**config.mk**
```make
export PLATFORM = sky130hd
export DESIGN_NAME = game_ctrl
export DESIGN_NICKNAME = d
export VERILOG_FILES = /design/src/rtl/game_pkg.sv /design/src/rtl/click_filter.sv /design/src/rtl/game_ctrl.sv
export SDC_FILE = /design/constraint.sdc
export NUM_CORES = 1
export LEC_CHECK = 0
export ABC_CLOCK_PERIOD_IN_PS = 4400
export CAP_MARGIN = 20
export CORE_AREA = 2 2 85 87
export CTS_BUF_LIST = sky130_fd_sc_hd__clkbuf_8
export DETAILED_ROUTE_END_ITERATION = 16
export DIE_AREA = 0 0 87 89
export PLACE_DENSITY = 0.63
export SYNTH_ARGS = -nofsm -noshare
export SYNTH_HDL_FRONTEND = slang
export SYNTH_SLANG_ARGS = --single-unit
```
**constraint.sdc**
```tcl
create_clock -name clk -period 4.4 [get_ports clk]
set_input_delay 0.88 -clock clk [delete_from_list [all_inputs] [get_ports clk]]
set_output_delay 0.88 -clock clk [all_outputs]
set_load 0.03 [all_outputs]
```
**src/rtl/game_pkg.sv**
```systemverilog
// Shared game-flow types and constants for the controller and the screen renderers.
package game_pkg;

  typedef enum logic [1:0] {
    ST_START = 2'd0,
    ST_GAME  = 2'd1,
    ST_OVER  = 2'd2
  } state_e;

  localparam int SCORE_MAX = 999;

endpackage

```
**src/rtl/click_filter.sv**
```systemverilog
// Turns the raw left-button level into a one-cycle click pulse.
// Optional debounce of the raw level is enabled by GAME_CLICK_DEBOUNCE_EN.
module click_filter #(
  parameter int DEBOUNCE_CYCLES = 650_000
) (
  input  logic clk,
  input  logic rst,
  input  logic mouse_left,
  output logic click
);

  logic btn_f;
  logic btn_q;

`ifdef GAME_CLICK_DEBOUNCE_EN
  localparam int CW = $clog2(DEBOUNCE_CYCLES + 1);

  logic [CW-1:0] stable_cnt;
  logic          btn_level;

  // The filtered level flips on the cycle the run of changed raw samples reaches DEBOUNCE_CYCLES.
  always_ff @(posedge clk) begin
    if (rst) begin
      btn_level  <= 1'b0;
      stable_cnt <= '0;
    end else if (mouse_left == btn_level) begin
      stable_cnt <= '0;
    end else if (stable_cnt == CW'(DEBOUNCE_CYCLES - 1)) begin
      btn_level  <= mouse_left;
      stable_cnt <= '0;
    end else begin
      stable_cnt <= stable_cnt + CW'(1);
    end
  end

  assign btn_f = btn_level;
`else
  logic unused_debounce;
  assign unused_debounce = (DEBOUNCE_CYCLES != 0);
  assign btn_f = mouse_left;
`endif

  always_ff @(posedge clk) begin
    if (rst) btn_q <= 1'b0;
    else     btn_q <= btn_f;
  end

  assign click = btn_f & ~btn_q;

endmodule

```
**src/rtl/game_ctrl.sv**
```systemverilog
// START / GAME / OVER flow controller with click hold-off and score/best tracking.
// Build with GAME_CLICK_DEBOUNCE_EN to debounce the mouse button before edge detection.
module game_ctrl
  import game_pkg::*;
#(
  parameter int HOLDOFF_CYCLES  = 65_000_000,
  parameter int DEBOUNCE_CYCLES = 650_000,
  parameter int SCORE_W         = 10
) (
  input  logic               clk,
  input  logic               rst,
  input  logic               mouse_left,
  input  logic               collision,
  input  logic               pipe_hit,
  input  logic               pipe_passed,
  output logic               game_rst,
  output logic               mouse_left_game,
  output state_e             state,
  output logic [SCORE_W-1:0] score,
  output logic [SCORE_W-1:0] best_score
);

  localparam int HW = $clog2(HOLDOFF_CYCLES + 1);

  state_e             next_state;
  logic               click;
  logic               hit;
  logic               holdoff_done;
  logic               game_rst_d;
  logic               pulse_d;
  logic [HW-1:0]      holdoff_cnt;
  logic [SCORE_W-1:0] score_inc;

  click_filter #(
    .DEBOUNCE_CYCLES(DEBOUNCE_CYCLES)
  ) u_click_filter (
    .clk       (clk),
    .rst       (rst),
    .mouse_left(mouse_left),
    .click     (click)
  );

  assign hit          = collision | pipe_hit;
  assign holdoff_done = (holdoff_cnt == HW'(HOLDOFF_CYCLES));
  assign score_inc    = (pipe_passed && (score < SCORE_W'(SCORE_MAX))) ? score + SCORE_W'(1) : score;

  always_ff @(posedge clk) begin
    if (rst) state <= ST_START;
    else     state <= next_state;
  end

  // The unused encoding falls through to START so a corrupted register recovers in one cycle.
  always_comb begin
    next_state = ST_START;
    case (state)
      ST_START: next_state = click ? ST_GAME : ST_START;
      ST_GAME:  next_state = hit ? ST_OVER : ST_GAME;
      ST_OVER:  next_state = (click && holdoff_done) ? ST_START : ST_OVER;
      default:  next_state = ST_START;
    endcase
  end

  // A hit in the same cycle as a click suppresses the flap.
  always_comb begin
    game_rst_d = (next_state == ST_START);
    pulse_d    = click && ((state == ST_START) || ((state == ST_GAME) && !hit));
  end

  always_ff @(posedge clk) begin
    if (rst) begin
      game_rst        <= 1'b1;
      mouse_left_game <= 1'b0;
    end else begin
      game_rst        <= game_rst_d;
      mouse_left_game <= pulse_d;
    end
  end

  // Best score compares against the final score including a point scored on the hit cycle.
  always_ff @(posedge clk) begin
    if (rst) begin
      holdoff_cnt <= '0;
      score       <= '0;
      best_score  <= '0;
    end else begin
      case (state)
        ST_GAME: begin
          score <= score_inc;
          if (hit) begin
            holdoff_cnt <= '0;
            if (score_inc > best_score) best_score <= score_inc;
          end
        end
        ST_OVER: begin
          if (!holdoff_done) holdoff_cnt <= holdoff_cnt + HW'(1);
          if (next_state == ST_START) score <= '0;
        end
        default: score <= '0;
      endcase
    end
  end

endmodule

```
# Word-level counts from Yosys, hierarchy flattened
# Cells that the tools add are included.
[totals]
regBits = 51
input_bits = 6
wordCells = 41
[op_classes]
add_sub_neg = 2
n_lt_le_gt_ge = 2
n_eq_ne = 6
muxes = 10
bitwise_logic = 3
n_reduce_logical = 11
[op_table]
columns = ["cell", "count"]
rows = [
  ["two-way mux 26 bit", 2],
  ["one-hot mux 26 bit (2 select lines)", 1],
  ["adder 26 x 1 -> 26 bit (second input constant)", 1],
  ["equality test 26 bit (second input constant)", 1],
  ["two-way mux 10 bit", 2],
  ["one-hot mux 10 bit (2 select lines)", 1],
  ["adder 10 x 1 -> 10 bit (second input constant)", 1],
  ["greater-than comparator 10 bit", 1],
  ["< comparator 10 bit (second input constant)", 1],
  ["inequality test 2 bit (second input constant)", 3],
  ["one-hot mux 2 bit (3 select lines)", 1],
  ["AND reduction 3 bit", 2],
  ["logical AND 1 bit", 4],
  ["zero test 2 bit", 2],
  ["two-way mux 2 bit", 2],
  ["equality test 2 x 1 -> 1 bit (second input constant)", 1],
  ["equality test 2 bit (second input constant)", 1],
  ["nonzero test 2 bit", 1],
  ["AND 1 bit", 1],
  ["zero test 1 bit", 1],
  ["logical OR 1 bit", 1],
  ["two-way mux 1 bit", 1],
  ["NOT 1 bit", 1],
  ["bitwise OR 1 bit", 1],
]

# Depth between registers and ports, before layout
[depth]
depth_word = 8
depth_mapped = 13
depth_no_buf = 11

# Modules after synthesis
# Synthesis repeated with hierarchy kept, for this count alone.
[hier_totals]
hier_cells = 315
hier_area_um2 = 2700.1
[modules_own_cells]
columns = ["module", "instances", "cells_each", "area_per_inst_um2", "seq_area_each_um2"]
rows = [
  ["game_ctrl", 1, 312, 2652.5, 1001.0],
  ["click_filter", 1, 3, 47.5, 20.0],
]

# Least setup slack after synthesis
# OpenSTA, ideal clock, no wires.
[synth_timing]
path_type = "reg2reg"
from = "register score[5]"
to = "register best_score[0]"
setup_time_ps = 121
arrival_time_ps = 3189
slack_ps = 1090
path_stages_with_launch = 13
synth_period_minus_slack_ps = 3310
cell_sequence = "dfxtp_1 -> clkbuf_1 -> and4_1 -> clkbuf_1 -> a21oi_1 -> and4_1 -> or2_2 -> ha_1 -> nand4_1 -> a31o_2 -> a21oi_1 -> buf_2 -> mux2_2"
[synth_via]
elab_chain_len = 5
elab_cells_between_ends = 6
[synth_rtl]
columns = ["item", "line_no", "source"]
rows = [
  ["from (decl)", "game_ctrl.sv:19", "output logic [SCORE_W-1:0] score,"],
  ["from (signal assigned)", "game_ctrl.sv:88", "score <= score_inc;"],
  ["< comparator 10 bit", "game_ctrl.sv:45", "assign score_inc = (pipe_passed && (score < SCORE_W'(SCORE_MAX))) ? score + SCORE_W'(1) : score;"],
  ["logical AND 1 bit", "game_ctrl.sv:45", ""],
  ["two-way mux 10 bit *", "game_ctrl.sv:45", ""],
  ["net score_inc[6]", "game_ctrl.sv:32", "logic [SCORE_W-1:0] score_inc;"],
  ["greater-than comparator 10 bit *", "game_ctrl.sv:91", "if (score_inc > best_score) best_score <= score_inc;"],
  ["AND reduction 3 bit (no line) *", "--", ""],
  ["to (signal assigned)", "game_ctrl.sv:91", ""],
  ["to (decl)", "game_ctrl.sv:20", "output logic [SCORE_W-1:0] best_score"],
]
# The timed path passes the listed nets; every way through them passes the cells marked *.
# A chain may end at the register's enable or synchronous reset.

# Worst setup path in the final report
[layout_timing]
from = "input port pipe_passed"
to = "register best_score[7]"
[layout_via]
elab_chain_len = 4
[layout_rtl]
columns = ["item", "line_no", "source"]
rows = [
  ["from (decl)", "game_ctrl.sv:15", "input logic pipe_passed,"],
  ["logical AND 1 bit", "game_ctrl.sv:45", ""],
  ["two-way mux 10 bit", "game_ctrl.sv:45", ""],
  ["net score_inc[5]", "game_ctrl.sv:32", ""],
  ["greater-than comparator 10 bit", "game_ctrl.sv:91", ""],
  ["AND reduction 3 bit (no line)", "--", ""],
]
# The timed path passes the listed nets, and every way through them passes these cells.

==> results.cfg <==
[floorplanning]
placeableCoreArea_um2 = 6719
start_util = 0.4469
die_x_um = 87
die_y_um = 89
core.rowCount = 30
ios = 30
die_area_um2 = 7743

[routing]
post_drt_wl_per_cell_um = 15.53
ant_nets = 0
drt-met1-wl_mm = 3.785
routed_wl_mm = 7.115
first_pass_iters = 4
wl_met2_mm = 2.955
via_per_inst = 5.703
top_layer_used = met4
met3_length_um = 304
drcViolationCount = 0
drtIter0Drc = 186
vias = 2612

[layout]
diodes = 0
finalNonFillerCells = 458
drive_gt1_frac = 0.06614
num-nets-final = 398
syn2layout_area_growth_pct = 12.87
fin_area_um2 = 3390

[pwr]
seq_power_share = 0.558
p_sw_frac = 0.2766
combinationalPowerShare = 0.151
p_leak_nw = 1.188
clock_power_share = 0.291
powerDensity_nw_per_um2 = 254.7
switchingPower_mw = 0.2388
peakVddDrop_uv = 109.8
p_total_mw = 0.8635
cellInternalPower_mw = 0.6246

[cts]
clk-insertion-delay-late_ps = 300
cts_setup_buffers = 0
cts.path.max_buffers = 2
clk_pin_slew_ps = 80
root_buffer = clkbuf_8
ctsResizeCount = 0
cts_made_buffers = 5
cts_tree = done
cts_max_level = 2
cts.sinks = 51
holdBufCountCts = 0

[job]
drv_cap = 0

[setup_path]
path_delay_family = compound AO/OA/AOI/OAI gates
worst-r2r-cell-count = 11
r2r_start = score[0]
endpoint_kind = register
r2r_setup_slack_ps = 1110
critPathBufInv = 2
start_kind = input port
required_ps = 4590
critPathMaxFanout = 10
slowest_delay_ps = 580
reg2reg_to = best_score[7]
cpMaxStageDelayCell = clkdlybuf4s50_1
worstPathArrival_ps = 3950
crit_chain = clkdlybuf4s50_1, nand4_1, a211oi_1, xor2_1, ha_1, and4_1, o21ai_0, a31o_2, a21oi_1, buf_4, mux2_2
worst-setup-path-type = input port to register

[timing]
setup_viol = 0
fin_crit_ps = 3754
rsz0062_at_grt = false
slew_headroom = 0.3991
worstMarginPinSlew_ps = 898.0
fin_tns_setup_ps = 0
finalCritPeriodShare = 0.8531
fmax_mhz = 266.4
timing.hold.ws_ps = 478.2
hold_viol_final = 0
fin_skew_ps = 8.230
slew_viol_final = 0

[yosys]
synth_edf_count = 0
yosysTopAreaCellShare = 0.3400
syn_area_um2 = 3003
syn-num-nets = 377
ys_seq_area_frac = 0.3400
async_flop_share = 0
ys_warn_count = 0
synth_top_area_cell = dfxtp_1
synth.area.top_cells = dfxtp_1 (34%), mux2i_1 (6.3%), ha_1 (5.4%)
ys_seq_elements = 51
synthFlopType = dfxtp_1
synth.distinct_cells = 54
yosysMostFrequentCell = dfxtp_1
syn_inst = 358
syn_avg_cell_area_um2 = 8.388
synth_common_cells = dfxtp_1 (51), nand2_1 (41), inv_1 (23), nor2_1 (20)

[hold_path]
hp-start = best_score[8]
hold_class = register to register
hold_end = best_score[8]
holdPathStages = 2

[global_routing]
grt_start_max_net_pins = 21
grt_overflow = 0
antenna_found_initial = 0
track_usage = 0.1940
grt_pass1_vias = 2470
grt_pass1_wl_mm = 11.96

[placed_design]
dp_cells = 452
dp_hpwl_mm = 5.109
placed_area_um2 = 3317
gp_congestion = 0.8076
numPortBuffers = 29

[status]
status = finished clean
[power by group through the flow]
stage	Sequential (mW)	Clock (mW)	Combinational [mW]
final	0.482	0.251	0.131
after global routing	0.484	0.275	0.144
after CTS	0.482	0.261	0.131
after detailed placement	0.493	0	0.131
after global placement	0.492	0	0.129
after floorplan	0.504	0	0.0811
[state kept, by name, indices dropped and copies added (netlist names)]
name / flops
state: 2
game_rst: 1
holdoff_cnt: 26
score: 10
u_click_filter.btn_q: 1
best_score: 10
mouse_left_game: 1
[cells by family after synthesis]
kind of cell,after synthesis,synth area share
AO/OA/AOI/OAI,81,0.1942
XOR/XNOR,9,0.02625
adder cells (fa/ha/maj),13,0.05417
buffers and inverters,42,0.06417
flip-flops,51,0.3400
multiplexers,22,0.07458
AND/OR/NAND/NOR,140,0.2467
[tightest hold or removal path, delay by kind of cell, from the launching register on]
| family | cells | cell delay, ps |
|---|---|---|
| simple gates | 1 | 60 |
| flops | 1 | 330 |
| mux | 1 | 50 |
[metal layers]
layer	vias to the layer above	GRT usage
met5	-	0
met4	0	0.05256
met3	4	0.03416
met2	65	0.2873
met1	1198	0.2890
li1	1345	-
[final cells by class]
type                            instances  area, um2
Clock inverter                          1      3.754
Tap cell                               80      100.1
Inverter                               23      86.33
Timing Repair Buffer                   33      320.3
Multi-Input combinational cell        265       1789
Sequential cell                        51       1021
Fill cell                             662       3329
Clock buffer                            5      68.82
[worst max-delay path by stage]
| stage | slack (ps) | depth (start not counted) | start | to |
|---|---|---|---|---|
| final | 650 | 11 | pipe_passed | best_score[7] |
| after global routing | 430 | 11 | pipe_passed | best_score[0] |
| after CTS | 690 | 11 | pipe_passed | best_score[0] |
| after detailed placement | 420 | 11 | pipe_passed | best_score[0] |
| after global placement | 480 | 11 | pipe_passed | best_score[7] |
| after floorplan | 1090 | 12 | score[5] | best_score[0] |
[metrics by stage]
stage | setup slack, ps | util
floorplan | 1090 | -
global placement | 481.9 | 0.4937
detailed placement | 417.1 | 0.4937
CTS | 689.9 | 0.5045
global route | 435.0 | 0.5045
finish | 646.2 | 0.5045
[cells in the final DEF (no fill, tap or decap), types with 2 or more instances in the layout]
| master | count |
|---|---|
| clkdlybuf4s50_1 | 29 |
| nand3_1 | 17 |
| or2_2 | 3 |
| nor4b_1 | 2 |
| or4_1 | 4 |
| ha_1 | 13 |
| a2111oi_0 | 4 |
| o211ai_1 | 5 |
| a211oi_1 | 7 |
| clkbuf_8 | 5 |
| nor2b_1 | 6 |
| a211oi_2 | 2 |
| mux2_2 | 3 |
| a211o_1 | 2 |
| nand2_1 | 41 |
| a22o_1 | 5 |
| dfxtp_1 | 51 |
| o21ai_0 | 10 |
| nand2b_1 | 5 |
| a21oi_1 | 19 |
| a31o_2 | 3 |
| and4_1 | 5 |
| mux2i_1 | 19 |
| and3_1 | 3 |
| o2111ai_1 | 3 |
| xnor2_1 | 4 |
| a21o_1 | 3 |
| nand4_1 | 8 |
| buf_4 | 4 |
| or3_1 | 13 |
| xor2_1 | 5 |
| a31oi_1 | 6 |
| inv_1 | 24 |
| nor3_1 | 4 |
| o31ai_1 | 2 |
| a311oi_1 | 3 |
| nor2_1 | 20 |
(Power assumes the default switching activity.)
